==> config.mk <==
export PLATFORM = sky130hd
export DESIGN_NAME = gray_seq_ctrl_flat
export DESIGN_NICKNAME = d
export VERILOG_FILES = /design/src/rtl/gray_seq_pkg.sv /design/src/rtl/gray_seq_ctrl_if.sv /design/src/rtl/gray_seq_ctrl_bin2gray.sv /design/src/rtl/gray_seq_ctrl.sv /design/src/flat_wrapper.sv
export SDC_FILE = /design/constraint.sdc
export NUM_CORES = 1
export LEC_CHECK = 0
export ABC_AREA = 0
export BUFFER_PORTS_ARGS = -buffer_cell sky130_fd_sc_hd__buf_2
export CAP_MARGIN = 20
export CORE_UTILIZATION = 46
export DETAILED_ROUTE_END_ITERATION = 10
export GPL_ROUTABILITY_DRIVEN = 0
export GPL_TIMING_DRIVEN = 0
export PLACE_DENSITY = 0.67
export REMOVE_ABC_BUFFERS = 1
export SKIP_CTS_REPAIR_TIMING = 1
export SLEW_MARGIN = 15
export SYNTH_ARGS = -nofsm -noshare
export SYNTH_HDL_FRONTEND = slang
export SYNTH_SLANG_ARGS = --single-unit
==> constraint.sdc <==
create_clock -name clk -period 2.3 [get_ports clk]
set_clock_uncertainty 0.2 [all_clocks]
set_input_delay 0.46 -clock clk [delete_from_list [all_inputs] [get_ports clk]]
set_output_delay 0.46 -clock clk [all_outputs]
set_load 0.005 [all_outputs]
==> src/rtl/gray_seq_pkg.sv <==
// Shared types and helpers for the Gray-code sequencer.
package gray_seq_pkg;

  // Sequencer states
  typedef enum logic [1:0] {
    IDLE = 2'd0,
    RUN  = 2'd1,
    DONE = 2'd2
  } state_t;

  // Widest code the helper supports; callers zero-extend and truncate to WIDTH.
  localparam int GSEQ_MAX_WIDTH = 32;

  // Binary to reflected Gray code. Zero-extension leaves the low WIDTH bits
  // identical to a native WIDTH-bit conversion, so one function serves every WIDTH.
  function automatic logic [GSEQ_MAX_WIDTH-1:0] bin_to_gray(input logic [GSEQ_MAX_WIDTH-1:0] b);
    return b ^ (b >> 1);
  endfunction

endpackage

==> src/rtl/gray_seq_ctrl_if.sv <==
// Host-side handshake and status bundle of the Gray sequencer.
interface gray_seq_ctrl_if #(
  parameter int WIDTH = 4
);
  logic             start;
  logic [WIDTH-1:0] start_val;
  logic [WIDTH-1:0] len;
  logic             dir;
  logic             hold;
  logic             abort;
  logic [WIDTH-1:0] gray_out;
  logic             step;
  logic             busy;
  logic             done;

  // Host / config block side
  modport master (
    output start, start_val, len, dir, hold, abort,
    input  gray_out, step, busy, done
  );

  // Sequencer side
  modport slave (
    input  start, start_val, len, dir, hold, abort,
    output gray_out, step, busy, done
  );
endinterface

==> src/rtl/gray_seq_ctrl_bin2gray.sv <==
// Combinational binary-to-Gray converter feeding the gray_out register.
module bin2gray
  import gray_seq_pkg::*;
#(
  parameter int WIDTH = 4
) (
  input  logic [WIDTH-1:0] i_bin,
  output logic [WIDTH-1:0] o_gray
);

  assign o_gray = WIDTH'(bin_to_gray(GSEQ_MAX_WIDTH'(i_bin)));

endmodule

==> src/rtl/gray_seq_ctrl.sv <==
// Gray-code step sequencer: loads a start value, then runs len prescaled
// up/down steps with hold/abort, emitting gray_out, step, busy and done.
module gray_seq_ctrl
  import gray_seq_pkg::*;
#(
  parameter int WIDTH    = 4,
  parameter int PRESCALE = 1
) (
  input logic          clk,
  input logic          rst,
  gray_seq_ctrl_if.slave bus
);

  localparam int            PW         = (PRESCALE > 1) ? $clog2(PRESCALE) : 1;
  localparam logic [PW-1:0] PRESC_LAST = PW'(PRESCALE - 1);

  state_t           r_state;
  state_t           w_state_next;
  logic [WIDTH-1:0] r_bin;
  logic [WIDTH-1:0] w_bin_next;
  logic [WIDTH-1:0] r_gray;
  logic [WIDTH-1:0] w_gray_next;
  logic [WIDTH-1:0] r_remaining;
  logic [PW-1:0]    r_presc;
  logic             r_dir;
  logic             r_step;
  logic             w_load;
  logic             w_advance;
  logic             w_tick;

  // A start is honoured only outside RUN; it beats abort there.
  assign w_load    = (r_state != RUN) && bus.start;
  // Prescaler moves only on un-held, un-aborted RUN edges.
  assign w_advance = (r_state == RUN) && !bus.abort && !bus.hold;
  assign w_tick    = w_advance && (r_presc == PRESC_LAST);

  // Binary count after this edge; the Gray register always follows it.
  assign w_bin_next = w_load ? bus.start_val :
                      w_tick ? (r_dir ? r_bin + WIDTH'(1) : r_bin - WIDTH'(1)) :
                      r_bin;

  bin2gray #(.WIDTH(WIDTH)) u_bin2gray (
    .i_bin  (w_bin_next),
    .o_gray (w_gray_next)
  );

  // State register
  always_ff @(posedge clk) begin
    if (!rst) r_state <= IDLE;
    else      r_state <= w_state_next;
  end

  // Next-state logic: abort dominates in RUN, last tick finishes the run.
  always_comb begin
    w_state_next = r_state;
    case (r_state)
      IDLE, DONE: begin
        if (bus.start)            w_state_next = (bus.len != '0) ? RUN : DONE;
        else                      w_state_next = IDLE;
      end
      RUN: begin
        if (bus.abort)            w_state_next = IDLE;
        else if (w_tick && r_remaining == WIDTH'(1)) w_state_next = DONE;
      end
      default:                    w_state_next = IDLE;
    endcase
  end

  // Datapath: binary/Gray counters, remaining-step count, prescaler, step strobe.
  always_ff @(posedge clk) begin
    if (!rst) begin
      r_bin       <= '0;
      r_gray      <= '0;
      r_remaining <= '0;
      r_presc     <= '0;
      r_dir       <= 1'b0;
      r_step      <= 1'b0;
    end else begin
      r_bin  <= w_bin_next;
      r_gray <= w_gray_next;
      r_step <= w_tick;
      if (w_load) begin
        r_remaining <= bus.len;
        r_presc     <= '0;
        r_dir       <= bus.dir;
      end else if (w_tick) begin
        r_remaining <= r_remaining - WIDTH'(1);
        r_presc     <= '0;
      end else if (w_advance) begin
        r_presc     <= r_presc + PW'(1);
      end
    end
  end

  // Outputs: busy/done decode the state, code and strobe come from registers.
  always_comb begin
    bus.busy     = (r_state == RUN);
    bus.done     = (r_state == DONE);
    bus.gray_out = r_gray;
    bus.step     = r_step;
  end

endmodule

==> src/flat_wrapper.sv <==
// flat-port wrapper written by rule: the top's interface ports become plain ports
module gray_seq_ctrl_flat import gray_seq_pkg::*;
#(
  parameter int WIDTH    = 4,
  parameter int PRESCALE = 1
)
  (clk, rst, bus_start, bus_start_val, bus_len, bus_dir, bus_hold, bus_abort, bus_gray_out, bus_step, bus_busy, bus_done);
  gray_seq_ctrl_if #(.WIDTH(WIDTH)) bus_i ();
  input logic clk;
  input logic rst;
  input wire logic [$bits(bus_i.start)-1:0] bus_start;
  input wire logic [$bits(bus_i.start_val)-1:0] bus_start_val;
  input wire logic [$bits(bus_i.len)-1:0] bus_len;
  input wire logic [$bits(bus_i.dir)-1:0] bus_dir;
  input wire logic [$bits(bus_i.hold)-1:0] bus_hold;
  input wire logic [$bits(bus_i.abort)-1:0] bus_abort;
  output wire logic [$bits(bus_i.gray_out)-1:0] bus_gray_out;
  output wire logic [$bits(bus_i.step)-1:0] bus_step;
  output wire logic [$bits(bus_i.busy)-1:0] bus_busy;
  output wire logic [$bits(bus_i.done)-1:0] bus_done;
  assign bus_i.start = bus_start;
  assign bus_i.start_val = bus_start_val;
  assign bus_i.len = bus_len;
  assign bus_i.dir = bus_dir;
  assign bus_i.hold = bus_hold;
  assign bus_i.abort = bus_abort;
  assign bus_gray_out = bus_i.gray_out;
  assign bus_step = bus_i.step;
  assign bus_busy = bus_i.busy;
  assign bus_done = bus_i.done;
  gray_seq_ctrl #(.WIDTH(WIDTH), .PRESCALE(PRESCALE)) u_core (.clk(clk), .rst(rst), .bus(bus_i));
endmodule
### Yosys cells after proc, flatten, opt, wreduce, memory -nomap -nowiden

Index checks and enable logic that the tools add are counted.
W data, S select, Z words.

* register bits: 17
* logic and storage cells: 41
* output and inout port bits: 7
* bits of input ports: 14

* bitwise gates (word level): 3
* reductions and logical operators: 12
* equality and inequality tests: 5
* add/sub/neg operators: 4
* mux-type cells: 10

Operator list (count)
* $mux W4: 5
* $mux W2: 4
* $sub A4 B1 Y4 const B: 2
* $logic_and A1 B1 Y1: 5
* $add A4 B1 Y4 const B: 1
* $eq A4 B1 Y1 const B: 1
* $pmux W2 S2: 1
* $reduce_bool A4 Y1: 1
* $xor A4 B3 Y4: 1
* $ne A3 B2 Y1 const B: 1
* $reduce_or A3 Y1: 1
* $eq A2 B1 Y1 const B: 1
* $eq A2 B2 Y1 const B: 1
* $logic_not A1 Y1: 2
* $logic_not A2 Y1: 1
* $ne A2 B1 Y1 const B: 1
* $not A1 Y1: 2
* $reduce_bool A2 Y1: 1
* $reduce_or A2 Y1: 1
* $add A1 B1 Y1 const B: 1

### Logic depth before layout (Yosys ltp)

Gate-level depths: netlist of run 1.

* depth in word-level cells: 8
* depth in mapped cells: 7
* gate-level depth less buffers: 7

### Hierarchy

Synthesis of run 1 repeated with hierarchy kept, for this count alone.

* cells, all modules: 105
* area, all modules: 933.4 um^2

By module, submodules not included
* gray_seq_ctrl: times used 1, cells each 101, sequential area each 340.3 um^2, area an instance 899.6 um^2
* bin2gray: times used 1, cells each 4, sequential area each 0.0 um^2, area an instance 33.8 um^2

### Worst setup path before layout of run 1

Ideal clock, no wire load.

* path kind: flip-flop to flip-flop
* start point: register u_core.r_dir
* end point: register u_core.r_gray[2], in the netlist u_core.bus.gray_out[2]
* setup slack: 258 ps
* setup time: 121 ps
* data arrival time: 1722 ps
* data required time: 1979 ps
* cell stages (with the launch flop): 8
* period minus slack after synthesis: 2042 ps
* buffers on the path: 0
* path through: dfxtp_1 -> inv_1 -> fa_1 -> xnor2_1 -> nor3_1 -> a221o_1 -> and2_4 -> mux2_2

* cells in the longest elaborated chain, start to end: 4

Ends and longest elaborated chain
* start: declaration: RTL line gray_seq_ctrl.sv:25 `logic r_dir;`
* start signal: assignment: RTL line gray_seq_ctrl.sv:85 `r_dir <= bus.dir;`
* $mux W4 (2 in a row): RTL line gray_seq_ctrl.sv:39 `w_tick ? (r_dir ? r_bin + WIDTH'(1) : r_bin - WIDTH'(1)) :`
* $mux W4: RTL line gray_seq_ctrl.sv:38 `assign w_bin_next = w_load ? bus.start_val :`
* $xor A4 B3 Y4: RTL line gray_seq_pkg.sv:17 `return b ^ (b >> 1);`
* end signal: assignment: RTL line gray_seq_ctrl.sv:80 `r_gray <= w_gray_next;`
* end: declaration: RTL line gray_seq_ctrl.sv:21 `logic [WIDTH-1:0] r_gray;`

No other way between the ends.
A chain may end at the register's enable or synchronous reset.

### Worst setup path after layout of run 1

* start point: register u_core.r_state[1]
* end point: register u_core.r_gray[2], in the netlist u_core.bus.gray_out[2]

* cells in the longest elaborated chain, start to end: 7
* elaborated cells between the ends (all ways): 9
* those cells by class: 2 x eq/ne; 2 x mux; 1 x bitwise; 4 x reduce/logical

Ends and longest elaborated chain
* start: declaration: RTL line gray_seq_ctrl.sv:17 `state_t r_state;`
* start signal: assignment: RTL line gray_seq_ctrl.sv:50 `else r_state <= w_state_next;`
* $eq A2 B1 Y1: RTL line gray_seq_ctrl.sv:34 `assign w_advance = (r_state == RUN) && !bus.abort && !bus.hold;`
* $logic_and A1 B1 Y1 (2 in a row): RTL line gray_seq_ctrl.sv:34
* $logic_and A1 B1 Y1: RTL line gray_seq_ctrl.sv:35 `assign w_tick = w_advance && (r_presc == PRESC_LAST);`
* $mux W4: RTL line gray_seq_ctrl.sv:39
* $mux W4 *: RTL line gray_seq_ctrl.sv:38
* $xor A4 B3 Y4 *: RTL line gray_seq_pkg.sv:17

Every way passes the cells marked *; elsewhere a longest branch is shown, timed or not.

==> impl_results.md, run 1 <==
- Hold Crit Class: in2reg
- Hold_ws: 214 ps
- I/O Buffers: 20
- Family with the most delay on the worst path: simple AND/OR/NAND/NOR gates
- Finished Cell Area: 1020 sq um
- Internal power: between 400 and 500 uW
- Top sig layer: met4
- DP Wirelength: roughly 1400 um
- HP Start: bus_dir
- Rows: 15
- Yosys top cell area share: 36.6%
- Core area: 1760 sq um
- DR WL met2: 849 um
- Worst Setup End Kind: flip-flop
- Vias in the first global route: 654
- Psw: roughly 180 uW
- Final Hold Fails: 0
- FF+latch area: 320 sq um
- Layout cell share with drive strength beyond 1: 28.7%
- Post-route DRC: 0
- Post-layout min period: 2170 ps
- I/O pins: 21
- CTS max path bufs: 2
- Clock share of power: 28.7%
- Post-route ant nets: 0
- Layout Nets: 135
- Synth Flop Type: dfxtp_1
- CTS tree: yes
- Synth area leaders: dfxtp_1 (37%), ha_1 (5.7%), nor2_1 (4.7%)
- DR iter-0 viols: 26
- Cell Pwr Density: 637 nW/um^2
- Post-synth top cells: dfxtp_1 (16), nor2_1 (11), nand2_1 (6)
- Met1 wire length: 832 um
- Worst-path cell with the longest stage delay: nand2b_1
- Drt first pass iters: 4
- First-pass GRT wire length: roughly 2900 um
- Critical path arrival: 2160 ps
- Area growth syn-to-layout: 17.0%
- Sequential share of the synthesized area: 36.6%
- Final WS setup: 127 ps
- Data required time of the critical path: 2280 ps
- Hold EP: u_core.r_dir
- Critical path class: reg2reg
- Routed via count: 764
- CP Max Fanout: 8
- DIE AREA: about 2100 sq um
- Count leader, synth: dfxtp_1
- EDFF count, synth: 0
- Hold path cells: 3
- Crit Reg-Reg Startpoint: u_core.r_state[1]
- Die H: 45.6 um
- Worst Tran Pin Value: 503 ps
- Synth warn: 0
- CP max stage delay: around 420 ps
- Largest net degree at the start of global routing: 10
- Final number of max-transition violations: 0
- Setup violations, final: 0
- WL per Instance: 13.0 um
- Post-synth top area cell: dfxtp_1
- Combinational cell fraction of total power: 23.1%
- Clock-pin slew on the worst setup and hold paths: 100 ps
- TritonCTS buffer count: 3
- Seq pwr share: 48.1%
- Aggregate global routing overflow: 0
- Routed WL: 1820 um
- Lkg Pwr: 0.000435 uW
- Die X-Extent: 45.6 um
- Multi-input logic area: 498 sq um
- R2r setup slk: 130 ps
- Latest clock arrival within the worst-skew pair: 290 ps
- Met3 Routed Length: 108 um
- RSZ-0062 raised after global routing: no
- Clock Sink Count: 16
- Syn Area/Cell: 9.42 sq um
- FMAX: between 400 and 500 MHz
- Post-DR vias/cell: 5.46
- Sw Share: 28.1%
- Outcome: completed
- Placed cell areas: 988 sq um
- Clock Root Buffer: clkbuf_4
- Reg-to-reg endpoint: u_core.bus.gray_out[2]
- CP Launch Type: flip-flop
- Global-route usage over all layers: 20.3%
- Yosys reg bits: 16
- R2R depth: 6
- Antenna violations before repair: 0
- Max_cap viols: 0
- Slew HR: 66.5%
- WP buf/inv: 1
- Tcrit/Tclk final: 94.5%
- Final core utilization: 58.1%
- Synthesized area: slightly below 900 sq um
- Fill count: 180
- Async S/R FF share, synth: 0%
- Total number of H-tree levels: 1
- Unique cell type count in the Yosys netlist: 40
- Diode count: 0
- TNS Setup: 0 ps
- Starting Density: between 40% and 50%
- IR drop worst, VDD: between 0.4 and 0.5 mV
- Worst slack, placed: 78.6 ps
- Mapped Cells: 93
- CP Cell Sequence: nand2b_1, clkinv_8, mux2i_1, a221o_1, and2_4, mux2_2
[cell type report]
cell class / count / area share (%)
inverters: 7 / 3.79
flip-flops and latches: 16 / 31.3
well taps: 25 / 3.05
repair buffers: 20 / 9.77
clock buffers: 4 / 3.54
multi-input cells: 68 / 48.6
[worst max path at each step]
stage | start | to | slack, ps | cells past startpoint
after global routing | u_core.r_dir | u_core.bus.gray_out[2] | 10 | 7
after CTS | u_core.r_state[1] | u_core.bus.gray_out[2] | 120 | 6
after floorplan | u_core.r_dir | u_core.bus.gray_out[2] | 240 | 7
final | u_core.r_state[1] | u_core.bus.gray_out[2] | 130 | 6
after detailed placement | bus_abort | u_core.bus.gray_out[2] | 80 | 6
after global placement | bus_abort | u_core.bus.gray_out[2] | 80 | 6
[per-stage QoR]
step                      instances  total power, uW
after floorplan                  91              424
after global placement          136              468
after detailed placement        136              471
after CTS                       140              657
after global routing            140              690
final                           140              653
[worst register-to-register path, delay by kind of cell, from the launching register on]
kind,cells,cell delay (ps)
AND/OR/NAND/NOR,2,600
multiplexers,2,450
AO/OA/AOI/OAI,1,370
flip-flops,1,330
buffers and inverters,1,120
[cell families after synthesis]
kind of cell	after synthesis	share of synthesized area (%)
buffers and inverters	9	6.57
XOR/XNOR	4	4.00
flip-flops	16	36.6
AO/OA/AOI/OAI	17	14.6
AND/OR/NAND/NOR	39	25.3
adder cells (fa/ha/maj)	5	8.00
multiplexers	3	5.00
[per-layer routing]
| layer | track usage (%) | up-vias |
|---|---|---|
| met1 | 27.1 | 351 |
| met4 | 7.88 | 0 |
| met2 | 29.4 | 25 |
| met5 | 0 | - |
| li1 | - | 384 |
| met3 | 7.54 | 4 |
[flip-flops by register name, indices dropped and copies added (netlist names)]
name                 flops
u_core.r_remaining       4
u_core.r_bin             3
u_core.bus.step          1
u_core.r_state           2
u_core.bus.gray_out      4
u_core.r_presc           1
u_core.r_dir             1
[power by group through the flow]
stage	Clock (uW)	Combinational, uW	Sequential [uW]
2_1_floorplan	0	104	319
4_1_cts	191	152	314
6_report	187	151	314
3_3_place_gp	0	148	320
5_1_grt	203	169	318
3_5_place_dp	0	150	320
[cells in the final DEF, fill, tap and decap left out, drive strengths merged, types with 2 or more instances in the layout]
cell and n:
clkbuf 4, xnor2 4, ha 4, nor2 12, mux2i 2, nand3 2
and3 3, dfxtp 16, nand2 6, a21oi 4, a221o 2, inv 5
o21ai 2, a211oi 2, buf 20, and2 4, nor3 5, clkinv 2
Note: power is estimated with default switching activity, not from simulation.
==> inputs of run 2 (changes only) <==
Settings changed: CORE_MARGIN from default to 4.
==> run 2 against run 1 <==
Routed wire length up 3.1%; highest routed layer unchanged; combinational power increased by 5%; first-iteration DRC count shrank 42%; utilization grew 0.92 points; power decreased by 0.13%; critical path type unchanged; maximum frequency shrank 0.78%; die area rose by 28%; sequential power barely moved; worst setup slack got worse by 17 ps; critical path depth rose by 1; via count stayed put.
==> impl_results.md, run 2 (synthesized netlist as in run 1, its figures left out) <==
- First-pass GRT wire length: 3190 um
- Overall Power: 652 uW
- Final number of max-transition violations: 0
- DIE AREA: roughly 2700 sq um
- Routed WL: 1880 um
- Diode count: 0
- Lkg Pwr: roughly 0.00044 uW
- Global-route usage over all layers: 16.0%
- Aggregate global routing overflow: 0
- Slew HR: 67.6%
- Cell Pwr Density: approximately 630 nW/um^2
- WL per Instance: 13.4 um
- Outcome: completed
- Tcrit/Tclk final: 95.2%
- Starting Density: ~50%
- Layout Nets: 135
- Critical path arrival: roughly 2200 ps
- DR iter-0 viols: 15
- Fill count: 185
- Post-route DRC: 0
- Hold Crit Class: in2reg
- CTS max path bufs: 2
- Post-route ant nets: 0
- Commonest non-fill, non-tap cell in the layout: buf_2
- Final WS setup: roughly 110 ps
- Die H: 51.6 um
- Latest clock arrival within the worst-skew pair: 280 ps
- Area growth syn-to-layout: 18.9%
- Layout cell share with drive strength beyond 1: approximately 30%
- Max_cap viols: 0
- Vias in the first global route: 706
- RSZ-0062 raised after global routing: no
- Clock Root Buffer: clkbuf_4
- I/O pins: 21
- Worst slack, placed: 58.4 ps
- FMAX: 457 MHz
- I/O Buffers: 20
- Data required time of the critical path: 2280 ps
- Post-DR vias/cell: 5.46
- TNS Setup: 0 ps
- DP Wirelength: 1480 um
- Routed via count: 764
- CTS tree: yes
- Setup violations, final: 0
- Drt first pass iters: 4
- Core area: 1760 sq um
- Worst Tran Pin Value: around 500 ps
- Post-layout min period: roughly 2200 ps
- Antenna violations before repair: 0
- IR drop worst, VDD: 0.392 mV
- Rows: 15
- Total number of H-tree levels: 1
- Critical path class: reg2reg
- Clock-pin slew on the worst setup and hold paths: 90 ps
- Worst Setup End Kind: flip-flop
- Final Hold Fails: 0
- Commonest cells after routing, fill and taps aside: buf_2 (20), dfxtp_1 (16), nor2_1 (11)
- Clock Sink Count: 16
- TritonCTS buffer count: 3
- Die X-Extent: approximately 52 um
- Largest net degree at the start of global routing: 10
- CP Launch Type: flip-flop
- CP Max Fanout: 5
==> run 2: worst max-delay path: stages, from the launching register on <==
cell      delay (ps)
dfxtp_1          330
inv_1            110
ha_1             370
nand3_1          110
and3_1           210
o211ai_1         170
nor3b_4          230
mux2_2           350
==> run 2: worst paths after layout <==
check	to	cells after the start	from	slack, ps
max	u_core.bus.gray_out[2]	7	u_core.r_dir	110
min	u_core.r_dir	3	bus_dir	210
max reg2reg	u_core.bus.gray_out[2]	7	u_core.r_dir	110
min reg2reg	u_core.r_dir	2	u_core.r_dir	260
==> run 2: layout make-up <==
| cell class | count | area [sq um] | share of cell area, % |
|---|---|---|---|
| multi-input combinational | 68 | 514 | 49.4 |
| sequential | 16 | 320 | 30.8 |
| timing repair buffer | 20 | 100 | 9.62 |
| inverter | 7 | 38.8 | 3.73 |
| clock buffer | 4 | 36.3 | 3.49 |
| tap | 25 | 31.3 | 3.00 |
==> run 2: through the flow <==
stage / cells / area, sq um / util, % / hold slack, ps
finish: 140 / 1040 / 59.0 / 212
global route: 140 / 1040 / 59.0 / 208
CTS: 140 / 1020 / 58.1 / 206
detailed placement: 136 / 988 / 56.0 / 251
global placement: 136 / 988 / 56.0 / 248
floorplan: 91 / 857 / - / 236
==> run 2: routing by layer <==
metal / vias up / track usage, % / routed length (um)
met4: 0 / 6.55 / 28
met5: - / 0 / 0
met3: 4 / 3.44 / 106
met1: 360 / 21.4 / 886
li1: 375 / - / -
met2: 25 / 25.0 / 860
==> run 2: power breakdown <==
part | total (uW) | switching, uW | internal, uW
registers | 314 | 14.0 | 300
clock network | 180 | 84.1 | 96.2
logic | 158 | 82.3 | 75.4
total | 652 | 180 | 472
==> inputs of run 3 (changes only) <==
Clock period 2.3 ns to 2.4 ns, I/O delays scaled along.
==> run 3 against run 2 <==
Power decreased by 5.0%; global-route usage unchanged; via count decreased by 1.8%; non-clock buffer count unchanged; critical endpoint unchanged; critical path depth unchanged; flip-flop and latch count unchanged; sequential power decreased by 4%; highest routed layer unchanged; utilization decreased by 0.92 points; first-iteration DRC count increased by 20%; register-to-register slack improved by 120 ps; cell area decreased by 1.6%.
==> impl_results.md, run 3 (synthesized netlist as in run 1, its figures left out) <==
- DR iter-0 viols: 18
- Worst Tran Pin Value: 485 ps
- Total number of H-tree levels: 1
- Antenna violations before repair: 0
- CTS max path bufs: 2
- CTS tree: yes
- Diode count: 0
- Final number of max-transition violations: 0
- Final Hold Fails: 0
- Layout cell share with drive strength beyond 1: about 29%
- Slew HR: 67.6%
- I/O pins: 21
- Post-layout min period: 2170 ps
- Lkg Pwr: 0.000435 uW
- FMAX: 461 MHz
- Commonest non-fill, non-tap cell in the layout: buf_2
- Worst Setup End Kind: flip-flop
- Hold_ws: 232 ps
- CP Cell Sequence: inv_1, fa_1, xnor2_1, nor3_1, a221o_1, and2_4, mux2_2
- DIE AREA: 2670 sq um
- Rows: 15
- Die H: 51.6 um
- Critical path class: reg2reg
- Die X-Extent: roughly 52 um
- IR drop worst, VDD: 0.378 mV
- Max_cap viols: 0
- TNS Setup: 0 ps
- Area growth syn-to-layout: 17.0%
- Commonest cells after routing, fill and taps aside: buf_2 (20), dfxtp_1 (16), nor2_1 (11)
- Layout Nets: around 140
- I/O Buffers: 20
- WL per Instance: 13.1 um
- Clock Sink Count: 16
- Latest clock arrival within the worst-skew pair: 280 ps
- Core area: 1760 sq um
- Clock Root Buffer: clkbuf_4
- DP Wirelength: roughly 1500 um
- Critical path arrival: 2150 ps
- Vias in the first global route: 706
- Tcrit/Tclk final: between 90% and 100%
- Post-DR vias/cell: 5.36
- Routed WL: 1840 um
- CP max stage delay: 450 ps
- Worst-path cell with the longest stage delay: fa_1
- Cell Pwr Density: 605 nW/um^2
- RSZ-0062 raised after global routing: no
- Drt first pass iters: 4
- Fill count: ~190
- CP Launch Type: flip-flop
- CP Max Fanout: 5
- First-pass GRT wire length: 3190 um
- Starting Density: 49.6%
- Clock-pin slew on the worst setup and hold paths: 90 ps
- Post-route DRC: 0
- Routed via count: 750
- Global-route usage over all layers: 16.0%
- Data required time of the critical path: 2380 ps
- Outcome: completed
- Post-route ant nets: 0
- Aggregate global routing overflow: 0
- TritonCTS buffer count: 3
- Setup violations, final: 0
- Largest net degree at the start of global routing: 10
- Hold Crit Class: in2reg
==> run 3: cell counts in the layout (fill, tap and decap cells not counted) <==
No cell type changed its count.
==> run 3: worst max-delay path, delay by kind of cell, from the launching register on <==
family          cells  cell delay, ps
compound gates      1             340
buf+inv             1             100
fa+ha+maj           1             450
mux                 1             250
flops               1             330
xor+xnor            1             160
simple gates        2             240
==> run 3: cell type report <==
class                           instances  area [sq um]  area share, %
Multi-Input combinational cell         68           498           48.6
Sequential cell                        16           320           31.3
Timing Repair Buffer                   20           100           9.77
Inverter                                7          38.8           3.79
Clock buffer                            4          36.3           3.54
Tap cell                               25          31.3           3.05
==> run 3: where the power goes <==
| group | switching, uW | internal (uW) |
|---|---|---|
| clock network | 81.6 | 92.3 |
| registers | 13.2 | 288 |
| logic | 75.4 | 69.7 |
| total | 170 | 450 |
==> run 3: path summary, 6_finish.rpt <==
check        slack [ps]         start                      to  depth (start not counted)
max                 230  u_core.r_dir  u_core.bus.gray_out[2]                          7
min                 230       bus_dir            u_core.r_dir                          3
max reg2reg         230  u_core.r_dir  u_core.bus.gray_out[2]                          7
min reg2reg         260  u_core.r_dir            u_core.r_dir                          2
==> run 3: per-stage QoR <==
stage | worst slack (ps) | utilization, % | instance area [sq um] | total power (uW) | std cells
4_1_cts | 225 | 58.1 | 1020 | 624 | 140
6_report | 231 | 58.1 | 1020 | 620 | 140
5_1_grt | 92.7 | 58.1 | 1020 | 667 | 140
3_5_place_dp | 138 | 56.0 | 988 | 452 | 136
2_1_floorplan | 342 | - | 857 | 406 | 91
3_3_place_gp | 159 | 56.0 | 988 | 449 | 136
==> run 3: routing by layer <==
layer,track usage (%),up-vias,routed length (um)
met4,6.55,0,15
met5,0,-,0
met3,3.44,2,133
met1,21.4,347,859
met2,25.0,26,829
li1,-,375,-
